`src/rtl/fp_writeback_pkg.sv`:
```
// Shared types for fp_writeback: FSM states, status codes and the stage-entry layout.
// Field widths match the default configuration (32-bit results, 32 registers).
package fp_writeback_pkg;

  localparam int FP_DATA_W = 32;
  localparam int FP_RD_W   = 5;

  typedef enum logic [1:0] {
    ST_RUN      = 2'd0,
    ST_HALT_EXC = 2'd1,
    ST_HALT_EOF = 2'd2
  } state_e;

  localparam logic [1:0] STATUS_OK  = 2'b00;
  localparam logic [1:0] STATUS_EXC = 2'b10;
  localparam logic [1:0] STATUS_EOF = 2'b11;

  typedef struct packed {
    logic [FP_DATA_W-1:0] result;
    logic                 exception;
    logic [FP_RD_W-1:0]   rd;
    logic                 eof;
  } stage_t;

  // Exception outranks end-of-program when both are flagged.
  function automatic logic [1:0] status_code(input stage_t s);
    if (s.exception) return STATUS_EXC;
    if (s.eof) return STATUS_EOF;
    return STATUS_OK;
  endfunction

endpackage

```
`src/rtl/fp_writeback_if.sv`:
```
// Handshake, result and register-read bundle between the FP add/sub stage and fp_writeback.
interface fp_writeback_if #(
  parameter int NUM_REGS = 32,
  parameter int DATA_W   = 32
) ();
  localparam int AW = $clog2(NUM_REGS);

  logic              i_valid;
  logic              o_ready;
  logic [DATA_W-1:0] i_result;
  logic              i_exception;
  logic [AW-1:0]     i_rd;
  logic              i_eof;
  logic [AW-1:0]     i_rs1_addr;
  logic [AW-1:0]     i_rs2_addr;
  logic [DATA_W-1:0] o_rs1_data;
  logic [DATA_W-1:0] o_rs2_data;
  logic              o_status_valid;
  logic [1:0]        o_status;
  logic              o_halt;
  logic [15:0]       o_retired;

  modport master (
    output i_valid, i_result, i_exception, i_rd, i_eof, i_rs1_addr, i_rs2_addr,
    input  o_ready, o_rs1_data, o_rs2_data, o_status_valid, o_status, o_halt, o_retired
  );

  modport slave (
    input  i_valid, i_result, i_exception, i_rd, i_eof, i_rs1_addr, i_rs2_addr,
    output o_ready, o_rs1_data, o_rs2_data, o_status_valid, o_status, o_halt, o_retired
  );
endinterface

```
`src/rtl/fp_regfile.sv`:
```
// FP register file: one write port, two combinational read ports, synchronous clear.
// Macro FP_WB_BYPASS_EN forwards the in-flight write data to matching reads.
module fp_regfile #(
  parameter  int NUM_REGS = 32,
  parameter  int DATA_W   = 32,
  localparam int AW       = $clog2(NUM_REGS)
) (
  input  logic              i_clk,
  input  logic              i_rst,
  input  logic              i_we,
  input  logic [AW-1:0]     i_waddr,
  input  logic [DATA_W-1:0] i_wdata,
  input  logic [AW-1:0]     i_rs1_addr,
  input  logic [AW-1:0]     i_rs2_addr,
  output logic [DATA_W-1:0] o_rs1_data,
  output logic [DATA_W-1:0] o_rs2_data
);
  localparam logic [AW:0] NUM_REGS_W = (AW + 1)'(NUM_REGS);

  logic [DATA_W-1:0] r_mem [NUM_REGS];
  logic [AW-1:0]     w_raddr [2];
  logic [DATA_W-1:0] w_rdata [2];

  always_ff @(posedge i_clk) begin
    if (i_rst) begin
      for (int i = 0; i < NUM_REGS; i++) r_mem[i] <= '0;
    end else if (i_we) begin
      r_mem[i_waddr] <= i_wdata;
    end
  end

  assign w_raddr[0] = i_rs1_addr;
  assign w_raddr[1] = i_rs2_addr;

  for (genvar gi = 0; gi < 2; gi++) begin : g_rd
    logic [DATA_W-1:0] w_mem_data;
    assign w_mem_data = ({1'b0, w_raddr[gi]} < NUM_REGS_W) ? r_mem[w_raddr[gi]] : '0;
`ifdef FP_WB_BYPASS_EN
    assign w_rdata[gi] = (i_we && (i_waddr == w_raddr[gi])) ? i_wdata : w_mem_data;
`else
    assign w_rdata[gi] = w_mem_data;
`endif
  end

  assign o_rs1_data = w_rdata[0];
  assign o_rs2_data = w_rdata[1];

endmodule

```
`src/rtl/fp_writeback.sv`:
```
// fp_writeback: single-entry writeback stage with halt-on-exception / halt-on-EOF FSM.
// Optional macro FP_WB_BYPASS_EN enables write-to-read forwarding in fp_regfile.
module fp_writeback
  import fp_writeback_pkg::*;
#(
  parameter int NUM_REGS = 32,
  parameter int DATA_W   = 32
) (
  input logic           i_clk,
  input logic           i_rst,
  fp_writeback_if.slave bus
);
  localparam int          RD_W       = $clog2(NUM_REGS);
  localparam logic [RD_W:0] NUM_REGS_W = (RD_W + 1)'(NUM_REGS);

  state_e      r_state;
  stage_t      r_stage;
  logic        r_stage_valid;
  logic        r_status_valid;
  logic [1:0]  r_status;
  logic        r_halt;
  logic [15:0] r_retired;

  stage_t          w_in;
  logic            w_transfer;
  logic            w_retire;
  logic            w_we;
  logic [RD_W-1:0] w_stage_rd;

  always_comb begin
    w_in           = '0;
    w_in.result    = FP_DATA_W'(bus.i_result);
    w_in.exception = bus.i_exception;
    w_in.rd        = FP_RD_W'(bus.i_rd);
    w_in.eof       = bus.i_eof;
  end

  assign w_transfer = bus.i_valid && (r_state == ST_RUN);
  assign w_stage_rd = RD_W'(r_stage.rd);
  assign w_retire   = r_stage_valid && !r_stage.exception;
  // Out-of-range destinations still retire; only the array write is dropped.
  assign w_we       = w_retire && ({1'b0, w_stage_rd} < NUM_REGS_W);

  always_ff @(posedge i_clk) begin
    if (i_rst) begin
      r_state        <= ST_RUN;
      r_stage        <= '0;
      r_stage_valid  <= 1'b0;
      r_status_valid <= 1'b0;
      r_status       <= STATUS_OK;
      r_halt         <= 1'b0;
      r_retired      <= '0;
    end else begin
      r_stage_valid  <= w_transfer;
      r_status_valid <= w_transfer;
      if (w_transfer) begin
        r_stage  <= w_in;
        r_status <= status_code(w_in);
      end
      case (r_state)
        ST_RUN: begin
          if (w_transfer && w_in.exception) begin
            r_state <= ST_HALT_EXC;
            r_halt  <= 1'b1;
          end else if (w_transfer && w_in.eof) begin
            r_state <= ST_HALT_EOF;
            r_halt  <= 1'b1;
          end
        end
        default: ;
      endcase
      if (w_retire && (r_retired != 16'hFFFF)) r_retired <= r_retired + 16'd1;
    end
  end

  fp_regfile #(
    .NUM_REGS (NUM_REGS),
    .DATA_W   (DATA_W)
  ) u_regfile (
    .i_clk      (i_clk),
    .i_rst      (i_rst),
    .i_we       (w_we),
    .i_waddr    (w_stage_rd),
    .i_wdata    (DATA_W'(r_stage.result)),
    .i_rs1_addr (bus.i_rs1_addr),
    .i_rs2_addr (bus.i_rs2_addr),
    .o_rs1_data (bus.o_rs1_data),
    .o_rs2_data (bus.o_rs2_data)
  );

  // A reset landing while an entry is pending cancels its report along with its write.
  assign bus.o_status_valid = r_status_valid && !i_rst;
  assign bus.o_status       = r_status;
  assign bus.o_halt         = r_halt;
  assign bus.o_retired      = r_retired;
  assign bus.o_ready        = (r_state == ST_RUN);

endmodule

```
`src/flat_wrapper.sv`:
```
// flat-port wrapper written by rule: the top's interface ports become plain ports
module fp_writeback_flat import fp_writeback_pkg::*;
#(
  parameter int NUM_REGS = 32,
  parameter int DATA_W   = 32
)
  (i_clk, i_rst, bus_i_valid, bus_i_result, bus_i_exception, bus_i_rd, bus_i_eof, bus_i_rs1_addr, bus_i_rs2_addr, bus_o_ready, bus_o_rs1_data, bus_o_rs2_data, bus_o_status_valid, bus_o_status, bus_o_halt, bus_o_retired);
  fp_writeback_if #(.NUM_REGS(NUM_REGS), .DATA_W(DATA_W)) bus_i ();
  input logic i_clk;
  input logic i_rst;
  input wire logic [$bits(bus_i.i_valid)-1:0] bus_i_valid;
  input wire logic [$bits(bus_i.i_result)-1:0] bus_i_result;
  input wire logic [$bits(bus_i.i_exception)-1:0] bus_i_exception;
  input wire logic [$bits(bus_i.i_rd)-1:0] bus_i_rd;
  input wire logic [$bits(bus_i.i_eof)-1:0] bus_i_eof;
  input wire logic [$bits(bus_i.i_rs1_addr)-1:0] bus_i_rs1_addr;
  input wire logic [$bits(bus_i.i_rs2_addr)-1:0] bus_i_rs2_addr;
  output wire logic [$bits(bus_i.o_ready)-1:0] bus_o_ready;
  output wire logic [$bits(bus_i.o_rs1_data)-1:0] bus_o_rs1_data;
  output wire logic [$bits(bus_i.o_rs2_data)-1:0] bus_o_rs2_data;
  output wire logic [$bits(bus_i.o_status_valid)-1:0] bus_o_status_valid;
  output wire logic [$bits(bus_i.o_status)-1:0] bus_o_status;
  output wire logic [$bits(bus_i.o_halt)-1:0] bus_o_halt;
  output wire logic [$bits(bus_i.o_retired)-1:0] bus_o_retired;
  assign bus_i.i_valid = bus_i_valid;
  assign bus_i.i_result = bus_i_result;
  assign bus_i.i_exception = bus_i_exception;
  assign bus_i.i_rd = bus_i_rd;
  assign bus_i.i_eof = bus_i_eof;
  assign bus_i.i_rs1_addr = bus_i_rs1_addr;
  assign bus_i.i_rs2_addr = bus_i_rs2_addr;
  assign bus_o_ready = bus_i.o_ready;
  assign bus_o_rs1_data = bus_i.o_rs1_data;
  assign bus_o_rs2_data = bus_i.o_rs2_data;
  assign bus_o_status_valid = bus_i.o_status_valid;
  assign bus_o_status = bus_i.o_status;
  assign bus_o_halt = bus_i.o_halt;
  assign bus_o_retired = bus_i.o_retired;
  fp_writeback #(.NUM_REGS(NUM_REGS), .DATA_W(DATA_W)) u_core (.i_clk(i_clk), .i_rst(i_rst), .bus(bus_i));
endmodule
```
`config.mk`:
```
export PLATFORM = sky130hd
export DESIGN_NAME = fp_writeback_flat
export DESIGN_NICKNAME = d
export VERILOG_FILES = /design/src/rtl/fp_writeback_pkg.sv /design/src/rtl/fp_writeback_if.sv /design/src/rtl/fp_regfile.sv /design/src/rtl/fp_writeback.sv /design/src/flat_wrapper.sv
export SDC_FILE = /design/constraint.sdc
export NUM_CORES = 2
export LEC_CHECK = 0
export ABC_AREA = 0
export CAP_MARGIN = 0
export CORE_MARGIN = 4
export CORE_UTILIZATION = 36
export CTS_CLUSTER_SIZE = 40
export DETAILED_ROUTE_END_ITERATION = 8
export PLACE_DENSITY = 0.52
export SYNTH_ARGS = -nofsm -noshare
export SYNTH_HDL_FRONTEND = slang
export SYNTH_SLANG_ARGS = --single-unit
```
`constraint.sdc`:
```
create_clock -name i_clk -period 4.8 [get_ports i_clk]
set_input_delay 0.96 -clock i_clk [delete_from_list [all_inputs] [get_ports i_clk]]
set_output_delay 0.96 -clock i_clk [all_outputs]
set_load 0.1 [all_outputs]
```
==> results.yml <==
sta:
  tns_ps: 0
  slew_viol_final: 0
  fin_worst_hold_slack_ps: 448
  tightest_slew_ps: 1270
  clock.fmax_mhz: 213
  period_minus_slack_ps: 4690
  finalCritPeriodShare_pct: 97.7
  final-setup-viol-count: 0
  finalWorstSetupSlack_ps: 112
  rsz0062_at_grt: "false"
  finalClockSkew_ps: 42.7
  slew_headroom_pct: 15.0
  report.final.hold_viol_count: 0
setup_path:
  crit_path_start_kind: "primary input"
  worst_r2r_path_depth: 4
  reg2reg_slack_ps: 1960
  critPathKind: "in2out"
  reg2reg_from: "u_core.w_stage_rd[2]"
  critPathTopFamily: "buffers and inverters"
  crit_slowest_cell: "clkdlybuf4s50_1"
  endpoint: "bus_o_rs1_data[8]"
  cp.buffers_inverters: 3
  cp_common_cell: "buf_12"
  end_kind: "primary output"
  startpoint: "bus_i_rs1_addr[0]"
  rr_endpoint: "u_core.u_regfile.r_mem[4][28]"
  crit_chain: "clkdlybuf4s50_1 > nor2b_4 > buf_12 > a22o_1 > nor3_1 > a31oi_1 > nand3_1 > buf_12"
  max_stage_delay_ps: 790
  crit_fanout: 49
  arrival_ps: 3730
  cp.depth: 8
  cp.required_ps: 3840
cts:
  cts_tree: "done"
  ctsResizeCount: 0
  clkTransAtPathRegs_ps: 60
  worstSkewPairLatency_ps: 810
  clock-sinks: 1084
  cts_made_buffers: 132
  root_buffer: "clkbuf_16"
  clockBufferDepth: 3
  cts_setup_buffers: 0
  cts_htree_levels: 4
  postCtsHoldBufs: 0
yosys:
  async_flop_share_pct: 0
  synth_edf_count: 1024
  seq_area_frac_synth_pct: 54.9
  postSynthCellCount: 4915
  ys.warnings.count: 0
  syn_avg_cell_area_um2: 11.8
  synth_cell_types: 43
  netlist_area_um2: 58200
  synthesis.nets: 4968
  ys_ff_latch: 1084
  synth_ff_type: "edfxtp_1"
floorplan:
  core_region_area_um2: 161000
  design.die.area_um2: 168000
  fp.dieH_um: 410
  rows: 147
  start_util_pct: 36.2
  io_pins: 137
  die_w_um: 410
final_layout:
  final_cells: 7241
  layout_commonest_cell: "mux2i_1"
  fill_cells: 14824
  mostFrequentLayoutCells: "mux2i_1, and2_1, edfxtp_1, nand2_1, a21oi_1"
  final-seq-area_um2: 32000
  final_core_util_pct: 42.4
  postLayoutCellArea_um2: 68100
  post_route_cells_drive_above_1_share_pct: 11.4
  area_growth_pct: 17.1
  multi_input_area_um2: 24400
  nets: 5015
power:
  ir_drop_uv: 399
  combPwrFrac_pct: 14.4
  netSwitchingFraction_pct: 28.5
  power_frac_clock_pct: 40.9
  p_per_area_nw_per_um2: 359
  power_switching_mw: 6.96
  internal_power_mw: 17.5
  leakage_nw: 26.9
  seqPwrFrac_pct: 44.7
  p_total_mw: 24.4
drt:
  wl_mm: 229
  via_count: 41495
  wire_per_inst_um: 31.7
  drt-initial-drc-count: 4703
  viasPerCell: 5.73
  drc: 0
  postRouteAntennaNets: 0
  dr.pass1.iters: 7
placement:
  hpwl_mm: 134
  place_inst: 6988
  dp_slack_ps: 265
  numPortBuffers: 136
  place_area_um2: 63800
  place.gp.congestion: 0.833
grt:
  overflow: 0
  grt_pass1_wl_mm: 317
  antenna_found_initial: 19
  grt_use_total_pct: 26.6
  grt_max_degree: 55
  grt_pass1_vias: 40937
flow_run:
  max-cap-violations: 0
outcome:
  status: "finished clean"
min_path:
  min_path_type: "reg2reg"
## cells in the mapped netlist (34+ instances only)
cell type / instances / area (µm²)
and2_1: 1027 / 6420
mux2i_1: 1026 / 10300
edfxtp_1: 1024 / 30700
nand2_1: 281 / 1050
clkbuf_1: 276 / 1040
a21oi_1: 237 / 1190
nand3_1: 198 / 991
a22oi_1: 192 / 1440
a22o_1: 128 / 1120
buf_2: 75 / 375
buf_4: 65 / 488
nor3_1: 65 / 325
a31oi_1: 64 / 400
dfxtp_1: 60 / 1200
nor2_1: 39 / 146
or2_2: 34 / 213
## cells by family (layout without fill, tap and decap cells)
logic type | after synthesis | count (layout) | synth area share [%]
and+or+nand+nor | 1697 | 1697 | 16.4
muxes | 1026 | 1026 | 17.6
DFF | 1084 | 1084 | 54.9
AOI/OAI and AO/OA | 626 | 626 | 7.19
buffers and inverters | 469 | 620 | 3.69
adders and majority gates | 1 | 1 | 0.0215
other | 0 | 15 | 0
xor gates and xnor gates | 12 | 12 | 0.181
## power groups by stage
stage / combinational, mW / sequential, mW / clock [mW]
3_3_place_gp: 3.50 / 11.1 / 0
6_report: 3.52 / 10.9 / 9.99
3_5_place_dp: 3.50 / 11.1 / 0
5_1_grt: 3.63 / 11.0 / 10.5
4_1_cts: 3.51 / 10.9 / 10.1
2_1_floorplan: 2.05 / 11.0 / 0
## registers in the layout (all words and copies together), names as in the netlist
signal,flops
u_core.bus.o_halt,1
u_core.bus.o_retired,16
u_core.bus.o_status,2
u_core.r_stage,33
u_core.r_stage_valid,1
u_core.r_state,2
u_core.u_regfile.r_mem,1024
u_core.w_stage_rd,5
## worst min path at each step
| stage | to | depth (start not counted) | start | slack [ps] |
|---|---|---|---|---|
| global placement | u_core.r_state[1] | 2 | u_core.r_state[1] | 440 |
| CTS | u_core.r_state[1] | 2 | u_core.r_state[1] | 450 |
| floorplan | u_core.r_state[1] | 2 | u_core.r_state[1] | 430 |
| detailed placement | u_core.r_state[1] | 2 | u_core.r_state[1] | 440 |
| global route | u_core.bus.o_halt | 2 | u_core.bus.o_halt | 490 |
| finish | u_core.r_state[1] | 2 | u_core.r_state[1] | 450 |
## tightest hold or removal path, stage by stage (launching register included)
cell and delay [ps]:
dfxtp_1 310, inv_1 50, a21oi_1 50
## layout make-up
| type | count | share of cell area (%) |
|---|---|---|
| clock buffers | 165 | 5.06 |
| repair buffers | 380 | 7.01 |
| well taps | 2160 | 3.97 |
| clock inverters | 73 | 1.22 |
| flip-flops and latches | 1084 | 46.9 |
| diodes | 15 | 0.0551 |
| inverters | 2 | 0.0110 |
| multi-input cells | 3362 | 35.8 |
## routing by layer
layer,vias up,track usage [%],part of all wire [%]
li1,18022,-,-
met1,21067,35.7,42
met2,1993,42.5,46
met3,411,5.39,8.3
met4,2,10.3,3.9
met5,-,0,0.0057
No activity file was read; power rests on OpenSTA's default activity.
